<file path="src/rtl/ibex_rst_seq_if.sv">
// ibex_rst_seq_if: signal bundle between the reset sequencer and the system around it.
//   master: sequencer side; takes pll_locked, sw_rst_req and the watchdog
//           controls, drives rst_out_n, sys_ready and rst_cause.
//   slave : system side; the mirror image of master.
interface ibex_rst_seq_if #(
   parameter int N_RST     = 3,
   parameter int WDT_WIDTH = 24
);
   logic                 pll_locked;
   logic                 sw_rst_req;
   logic                 wdt_en;
   logic                 wdt_kick;
   logic [WDT_WIDTH-1:0] wdt_load;
   logic [N_RST-1:0]     rst_out_n;
   logic                 sys_ready;
   logic [3:0]           rst_cause;
   modport master (
      input  pll_locked, sw_rst_req, wdt_en, wdt_kick, wdt_load,
      output rst_out_n, sys_ready, rst_cause
   );
   modport slave (
      output pll_locked, sw_rst_req, wdt_en, wdt_kick, wdt_load,
      input  rst_out_n, sys_ready, rst_cause
   );
endinterface

</file>
<file path="src/rtl/ibex_rst_seq.sv">
// ibex_rst_seq: waits for a stable PLL lock, then releases the reset domains one by one.
//   clk_sys : only clock
//   rst_sys : synchronous active-high reset
//   bus     : ibex_rst_seq_if.master (PLL lock, software reset, watchdog in;
//             per-domain active-low resets, sys_ready, one-hot reset cause out)
module ibex_rst_seq #(
   parameter int N_RST         = 3,
   parameter int LOCK_CYCLES   = 1024,
   parameter int STAGGER       = 16,
   parameter int SW_RST_CYCLES = 8,
   parameter int WDT_WIDTH     = 24
) (
   input  logic         clk_sys,
   input  logic         rst_sys,
   ibex_rst_seq_if.master bus
);
   localparam int LW = $clog2(LOCK_CYCLES + 1);
   localparam int SW = $clog2(STAGGER + 1);
   localparam int HW = $clog2(SW_RST_CYCLES + 1);
   localparam logic [LW-1:0] LOCK_LAST = LW'(LOCK_CYCLES - 1);
   localparam logic [SW-1:0] STG_LAST  = SW'(STAGGER - 1);
   localparam logic [HW-1:0] HOLD_LAST = HW'(SW_RST_CYCLES - 1);

   typedef enum logic [2:0] {HOLD, LOCK_WAIT, RELEASE, RUN, SW_HOLD} state_e;

   state_e               state_q, state_d;
   logic [LW-1:0]        lock_q, lock_d;
   logic [SW-1:0]        stg_q, stg_d;
   logic [HW-1:0]        hold_q, hold_d;
   logic [WDT_WIDTH-1:0] wdt_q, wdt_d;
   logic [N_RST-1:0]     rst_n_q, rst_n_d;
   logic                 ready_q, ready_d;
   logic [3:0]           cause_q, cause_d;

   logic             pll_loss, wdt_exp, sw_hit, enter_rel, step, keep;
   logic [N_RST-1:0] rst_shift;

   assign pll_loss  = !bus.pll_locked && (state_q == RELEASE || state_q == RUN || state_q == SW_HOLD);
   assign wdt_exp   = state_q == RUN && wdt_q == '0 && bus.wdt_en && !bus.wdt_kick;
   assign sw_hit    = state_q == RUN && bus.sw_rst_req;
   // Domain 0 comes out of reset either after the lock count or after a software/watchdog hold.
   assign enter_rel = bus.pll_locked && ((state_q == LOCK_WAIT && lock_q == LOCK_LAST) ||
                                         (state_q == SW_HOLD && hold_q == HOLD_LAST));
   assign step      = bus.pll_locked && state_q == RELEASE && stg_q == STG_LAST;
   assign keep      = (state_q == RELEASE || state_q == RUN) && !pll_loss && !wdt_exp && !sw_hit;
   // Releasing the next domain shifts a one in from the bottom, so order is preserved.
   assign rst_shift = N_RST'({rst_n_q, 1'b1});

   always_ff @(posedge clk_sys) begin
      if (rst_sys) begin
         state_q <= HOLD;
         lock_q  <= '0;
         stg_q   <= '0;
         hold_q  <= '0;
         wdt_q   <= bus.wdt_load;
         rst_n_q <= '0;
         ready_q <= 1'b0;
         cause_q <= 4'b0001;
      end else begin
         state_q <= state_d;
         lock_q  <= lock_d;
         stg_q   <= stg_d;
         hold_q  <= hold_d;
         wdt_q   <= wdt_d;
         rst_n_q <= rst_n_d;
         ready_q <= ready_d;
         cause_q <= cause_d;
      end
   end

   always_comb begin
      state_d = pll_loss                              ? LOCK_WAIT :
                (wdt_exp || sw_hit)                   ? SW_HOLD   :
                ((enter_rel || step) && &rst_n_d)     ? RUN       :
                enter_rel                             ? RELEASE   :
                (state_q == HOLD)                     ? LOCK_WAIT : state_q;
   end

   always_comb begin
      lock_d  = (state_q == LOCK_WAIT && bus.pll_locked) ? lock_q + 1'b1 : '0;
      stg_d   = (state_q == RELEASE && stg_q != STG_LAST) ? stg_q + 1'b1 : '0;
      hold_d  = (state_q == SW_HOLD && hold_q != HOLD_LAST) ? hold_q + 1'b1 : '0;
      // Reload outside RUN, on entry and on exit so every RUN visit starts from wdt_load.
      wdt_d   = (state_q != RUN || pll_loss || wdt_exp || sw_hit || !bus.wdt_en || bus.wdt_kick) ?
                bus.wdt_load : wdt_q - 1'b1;
      rst_n_d = enter_rel ? N_RST'(1) : step ? rst_shift : keep ? rst_n_q : '0;
      ready_d = &rst_n_d;
      cause_d = pll_loss ? 4'b0010 : wdt_exp ? 4'b1000 : sw_hit ? 4'b0100 : cause_q;
   end

   assign bus.rst_out_n = rst_n_q;
   assign bus.sys_ready = ready_q;
   assign bus.rst_cause = cause_q;
endmodule

</file>
<file path="src/flat_wrapper.sv">
// flat-port wrapper written by rule: the top's interface ports become plain ports
module ibex_rst_seq_flat 
#(
   parameter int N_RST         = 3,
   parameter int LOCK_CYCLES   = 1024,
   parameter int STAGGER       = 16,
   parameter int SW_RST_CYCLES = 8,
   parameter int WDT_WIDTH     = 24
)
  (clk_sys, rst_sys, bus_pll_locked, bus_sw_rst_req, bus_wdt_en, bus_wdt_kick, bus_wdt_load, bus_rst_out_n, bus_sys_ready, bus_rst_cause);
  ibex_rst_seq_if #(.N_RST(N_RST), .WDT_WIDTH(WDT_WIDTH)) bus_i ();
  input  logic clk_sys;
  input  logic rst_sys;
  input wire logic [$bits(bus_i.pll_locked)-1:0] bus_pll_locked;
  input wire logic [$bits(bus_i.sw_rst_req)-1:0] bus_sw_rst_req;
  input wire logic [$bits(bus_i.wdt_en)-1:0] bus_wdt_en;
  input wire logic [$bits(bus_i.wdt_kick)-1:0] bus_wdt_kick;
  input wire logic [$bits(bus_i.wdt_load)-1:0] bus_wdt_load;
  output wire logic [$bits(bus_i.rst_out_n)-1:0] bus_rst_out_n;
  output wire logic [$bits(bus_i.sys_ready)-1:0] bus_sys_ready;
  output wire logic [$bits(bus_i.rst_cause)-1:0] bus_rst_cause;
  assign bus_i.pll_locked = bus_pll_locked;
  assign bus_i.sw_rst_req = bus_sw_rst_req;
  assign bus_i.wdt_en = bus_wdt_en;
  assign bus_i.wdt_kick = bus_wdt_kick;
  assign bus_i.wdt_load = bus_wdt_load;
  assign bus_rst_out_n = bus_i.rst_out_n;
  assign bus_sys_ready = bus_i.sys_ready;
  assign bus_rst_cause = bus_i.rst_cause;
  ibex_rst_seq #(.N_RST(N_RST), .LOCK_CYCLES(LOCK_CYCLES), .STAGGER(STAGGER), .SW_RST_CYCLES(SW_RST_CYCLES), .WDT_WIDTH(WDT_WIDTH)) u_core (.clk_sys(clk_sys), .rst_sys(rst_sys), .bus(bus_i));
endmodule
</file>
<file path="config.mk">
export PLATFORM = sky130hd
export DESIGN_NAME = ibex_rst_seq_flat
export DESIGN_NICKNAME = d
export VERILOG_FILES = /design/src/rtl/ibex_rst_seq_if.sv /design/src/rtl/ibex_rst_seq.sv /design/src/flat_wrapper.sv
export SDC_FILE = /design/constraint.sdc
export NUM_CORES = 1
export LEC_CHECK = 0
export CORE_MARGIN = 5
export CORE_UTILIZATION = 54
export DETAILED_ROUTE_END_ITERATION = 16
export PLACE_DENSITY = 0.82
export SLEW_MARGIN = 20
export SYNTH_ARGS = -nofsm -noshare
export SYNTH_HDL_FRONTEND = slang
export SYNTH_SLANG_ARGS = --single-unit
export TNS_END_PERCENT = 50
</file>
<file path="constraint.sdc">
create_clock -name clk_sys -period 3 [get_ports clk_sys]
set_input_delay 0.3 -clock clk_sys [delete_from_list [all_inputs] [get_ports clk_sys]]
set_output_delay 0.3 -clock clk_sys [all_outputs]
set_load 0.01 [all_outputs]
</file>
Word-level counts from Yosys, hierarchy flattened
Cells that the tools add are included.

storage, ports and cells
  flip-flop bits (word level) = 55
  bits of input ports = 30

cells by class
  $add $sub $neg = 4
  equality and inequality tests = 10
  mux-type cells = 13
  bitwise logic cells = 3
  reduce and logical (&&, ||, !) cells = 47

operators with widths
  operator                                                count
  2-to-1 mux 24 bit                                       2
  zero test 24 bit                                        1
  subtractor 24 x 1 -> 24 bit (second input constant)     1
  2-to-1 mux 3 bit                                        7
  logical AND 1 bit                                       17
  adder 11 x 1 -> 11 bit (second input constant)          1
  equality test 11 x 10 -> 1 bit (second input constant)  1
  logical OR 1 bit                                        10
  2-to-1 mux 4 bit                                        2
  OR reduction 2 bit                                      4
  equality test 3 x 2 -> 1 bit (second input constant)    2
  zero test 1 bit                                         6
  nonzero test 3 bit                                      2
  OR reduction 3 bit                                      2
  adder 5 x 1 -> 5 bit (second input constant)            1
  equality test 5 x 4 -> 1 bit (second input constant)    1
  != test 5 x 4 -> 1 bit (second input constant)          1
  nonzero test 5 bit                                      1
  adder 4 x 1 -> 4 bit (second input constant)            1
  equality test 4 x 3 -> 1 bit (second input constant)    1
  != test 4 x 3 -> 1 bit (second input constant)          1
  nonzero test 4 bit                                      1
  equality test 3 x 1 -> 1 bit (second input constant)    1
  equality test 3 bit (second input constant)             1
  7 further kinds                                         9

Logic depth before layout (Yosys ltp)
  depth in word-level cells = 16
  mapped depth = 8

Least setup slack after synthesis
OpenSTA, ideal clock, no wires.

  kind = flip-flop to flip-flop
  from = reg u_core.wdt_q[12]
  to = reg u_core.wdt_q[10]
  library setup time = 0.121 ns
  data arrival time = 2.068 ns
  path slack = 0.810 ns
  cell stages (with the launch flop) = 8
  clock period less this slack = 2.190 ns
  cells stage by stage = dfxtp_1 > nor4_4 > nand3_2 > or4_4 > buf_6 > nand4b_4 > buf_12 > mux2_4

on the way
  longest elaborated chain between the ends = 10

RTL lines
  element                          line                text
  start, declared                  ibex_rst_seq.sv:30  logic [WDT_WIDTH-1:0] wdt_q, wdt_d;
  start signal, assigned           ibex_rst_seq.sv:55  wdt_q <= bus.wdt_load;
  start signal, assigned           ibex_rst_seq.sv:64  wdt_q <= wdt_d;
  zero test 24 bit                 ibex_rst_seq.sv:39  assign wdt_exp = state_q == RUN && wdt_q == '0 && bus.wdt_en && !bus.wdt_kick;
  logical AND 1 bit (3 in series)  ibex_rst_seq.sv:39
  logical OR 1 bit (4 in series)   ibex_rst_seq.sv:84  wdt_d = (state_q != RUN || pll_loss || wdt_exp || sw_hit || !bus.wdt_en || bus.wdt_kick) ?
  2-to-1 mux 24 bit                ibex_rst_seq.sv:84
  2-to-1 mux 24 bit                ibex_rst_seq.sv:50  if (rst_sys) begin

No other way between the ends.
A chain may end at the register's enable or synchronous reset.

Worst setup path in the final report
  from = reg u_core.wdt_q[12]
  to = reg u_core.wdt_q[3]

Same word-level chain as after synthesis.

==> summary.md <==
| Metric | Value |
|---|---|
| Status | `complete, no violations` |
| Worst-Skew Late Latency | `0.31 ns` |
| Routed WL per cell | `13.0 um` |
| Post-detail-place hpwl | `3600 um` |
| Residual DRC | `0` |
| Global-route wire length before repair | `8470 um` |
| Die area | `0.00648 mm2` |
| Number of nets in the layout | `340` |
| Vias per inst | `5.30` |
| Antenna violations before repair | `0` |
| Crit-path slowest cell | `or4_4` |
| Count of warnings emitted by yosys | `0` |
| Cells after synthesis | `264` |
| Residual antenna-violating net count after detailed routing | `0` |
| Number of enable-type register cells in the synthesized netlist | `0` |
| Violation count after the first detailed-route iteration | `88` |
| Port Buffers | `37` |
| Transition time at the pin with the least slew margin | `0.603 ns` |
| CTS clk-pin slew, worst paths | `0.10 ns` |
| # clock sinks | `55` |
| Mean cell area of the mapped netlist | `10.2 um2` |
| Sequential cell fraction of total power | `0.595` |
| Internal power summed over all cells | `1.01 mW` |
| Quantity of hold-fixing buffers added after cts | `0` |
| Leakage power figure | `1.26 nW` |
| Maximum vdd ir drop | `254 uV` |
| Leading cell type in the layout, fill and taps excluded | `dfxtp_1` |
| Critical path class | `flip-flop to flip-flop` |
| Arrival @ worst endpoint | `2.67 ns` |
| Period utilisation layout | `0.825` |
| Number of setup violations in the final report | `0` |
| Die Y-Extent | `80.5 um` |
| Maximum achievable frequency | `0.404 GHz` |
| Total routing resource utilization after global routing | `0.167` |
| Met3 track demand over resource in global routing | `0.0482` |
| Worst Setup End Kind | `flip-flop` |
| Ant. Diodes | `0` |
| CTS Root Cell | `clkbuf_8` |
| Worst path buffer plus inverter count | `0` |
| CORE AREA | `0.00479 mm2` |
| Setup skew after layout | `0.0110 ns` |
| Clock period minus worst slack | `2.48 ns` |
| Number of placed I/O pins | `38` |
| Post-CTS Setup Bufs | `0` |
| Initial Util | `0.561` |
| Element type at the critical path start | `flip-flop` |
| CTS buffer count | `5` |
| Synthesized flop and latch total | `55` |
| Layout area overhead | `18.7%` |
| Total power | `1.30 mW` |
| Clock tree from TritonCTS | `built` |
| Worst Setup Slack, final | `0.524 ns` |
| Via total after detailed routing | `1970` |
| Fraction of the core area covered by cells at the end of the flow | `0.666` |
| Total Neg Setup Slack | `0 ns` |
| Site Rows | `25` |
| Delay of the slowest cell on the worst path | `0.63 ns` |
| MaxCap Viol Count | `0` |
| PwrDens | `407 mW/mm2` |
| Worst-case headroom to the max-slew limit | `0.595` |
| Layer carrying the most global-route usage | `met2` |
| Weighted congestion at the end of routability-driven global placement | `0.949` |
| GR Util met2 | `0.291` |
| Share of final-layout standard cells stronger than drive strength 1 | `0.144` |
| Share of power burned in the clock network | `0.329` |
| Detailed-router iteration count before antenna repair | `4` |
| Commonest register cell after synthesis | `dfxtp_1` |
| Longest Clk Path Bufs | `2` |
| Distinct cells, synth | `49` |
| Worst slack at placement | `0.507 ns` |
| Net count of the mapped netlist | `300` |
| Remaining Overflow, GRT | `0` |
| Setup repair after global routing missed its margin | `false` |
| Summed instance area of the synthesized netlist | `0.00268 mm2` |
| Horizontal die dimension | `80.5 um` |
| Net Sw Frac | `0.223` |
| WP data required | `3.19 ns` |
| Post-cts resize count | `0` |
| Async set-reset flop share out of synthesis | `0` |
| Proportion of synthesized chip area in sequential cells | `0.410` |
| Met1 track utilization from global routing | `0.198` |
| Proportion of power drawn by combinational gates | `0.077` |
| Final wirelength | `4840 um` |
| Cell chain of the critical path | `nor4_4 -> nand3_2 -> or4_4 -> nand4b_4 -> mux2_2` |
| Largest net degree at the start of global routing | `25` |
| Final Slew Violations | `0` |
| Commonest cells after routing, fill and taps aside | `55 x dfxtp_1, 37 x clkdlybuf4s50_1, 30 x nor2_1` |
| Count of endpoints failing hold in the final timing report | `0` |
| Via count of the first global-routing pass | `1972` |
| Max FO, Critical Path | `24` |
| Switching Power | `0.289 mW` |
| Hold/Removal Path Class | `flip-flop to flip-flop` |
| Family with the most delay on the worst path | `simple AND/OR/NAND/NOR gates` |
| H-tree levels | `2` |
[layout make-up]
type	instances	area [um2]
timing repair buffer	39	385
inverter	11	41.3
fill	407	1600
tap	67	83.8
sequential	55	1100
clock buffer	6	82.6
multi-input combinational	192	1480
clock inverter	2	16.3
[flip-flops by register name, summed over array words and instances (netlist names)]
signal / cells
u_core.lock_q: 11
u_core.wdt_q: 24
u_core.bus.rst_cause: 4
u_core.bus.rst_out_n: 3
u_core.bus.sys_ready: 1
u_core.hold_q: 4
u_core.stg_q: 5
u_core.state_q: 3
[metal layers]
metal  vias up  routed length (um)
li1       1007                   -
met1       910                2120
met2        46                2310
met3         7                 337
met4         0                  63
met5         -                   0
[logic make-up after synthesis]
logic type      Yosys count  synth area share
buf+inv                  17            0.0401
xor+xnor                 32             0.104
mux                      24             0.127
compound gates           24            0.0639
fa+ha+maj                 6            0.0280
flops                    55             0.410
simple gates            106             0.227
[path summary, 6_finish.rpt]
path,slack [ns],depth (start not counted),endpoint,from
min,0.45,1,u_core.stg_q[0],u_core.stg_q[0]
max reg2reg,0.52,5,u_core.wdt_q[3],u_core.wdt_q[12]
max,0.52,5,u_core.wdt_q[3],u_core.wdt_q[12]
min reg2reg,0.45,1,u_core.stg_q[0],u_core.stg_q[0]
[power by group through the flow]
stage,combinational [mW],sequential (mW),clock (mW)
2_1_floorplan,0.0533,0.782,0
3_3_place_gp,0.0974,0.786,0
3_5_place_dp,0.0994,0.787,0
4_1_cts,0.100,0.771,0.440
5_1_grt,0.109,0.774,0.473
6_report,0.0992,0.771,0.426
[through the flow]
step                cells  cell area, um2  hold slack, ns
detailed placement    364            3090           0.438
floorplan             264            2680           0.418
CTS                   372            3190           0.457
finish                372            3190           0.454
global placement      364            3090           0.431
global route          372            3190           0.472
[Yosys cell counts, types with 2 or more instances]
| cell | n | area, um2 |
|---|---|---|
| and3_1 | 2 | 12.5 |
| o21bai_1 | 3 | 22.5 |
| mux2_4 | 19 | 285 |
| xnor2_1 | 11 | 96.3 |
| nor2b_1 | 2 | 12.5 |
| xor2_1 | 21 | 184 |
| nand2b_1 | 2 | 12.5 |
| inv_1 | 11 | 41.3 |
| clkbuf_1 | 2 | 7.51 |
| nor4_2 | 2 | 25.0 |
| nor3_1 | 9 | 45.0 |
| a32oi_1 | 2 | 17.5 |
| o21ai_0 | 5 | 25.0 |
| a211oi_1 | 2 | 15.0 |
| nor4_1 | 6 | 37.5 |
| or3_1 | 4 | 25.0 |
| nand3b_1 | 2 | 15.0 |
| nand3_2 | 2 | 20.0 |
| nand3_1 | 7 | 35.0 |
| nor2_1 | 30 | 113 |
| dfxtp_1 | 55 | 1100 |
| nor3b_1 | 5 | 37.5 |
| mux2_2 | 4 | 45.0 |
| nand4b_1 | 2 | 17.5 |
| nand2_1 | 17 | 63.8 |
| ha_1 | 6 | 75.1 |
| buf_12 | 2 | 40.0 |
| a21oi_1 | 3 | 15.0 |
| a22o_1 | 2 | 17.5 |
| nand4_1 | 5 | 31.3 |
[worst register-to-register path, stage by stage (launching register included)]
cell and delay (ns):
dfxtp_1 0.38, nor4_4 0.41, nand3_2 0.12, or4_4 0.63, nand4b_4 0.43, mux2_2 0.40
Note: power is estimated with default switching activity, not from simulation.
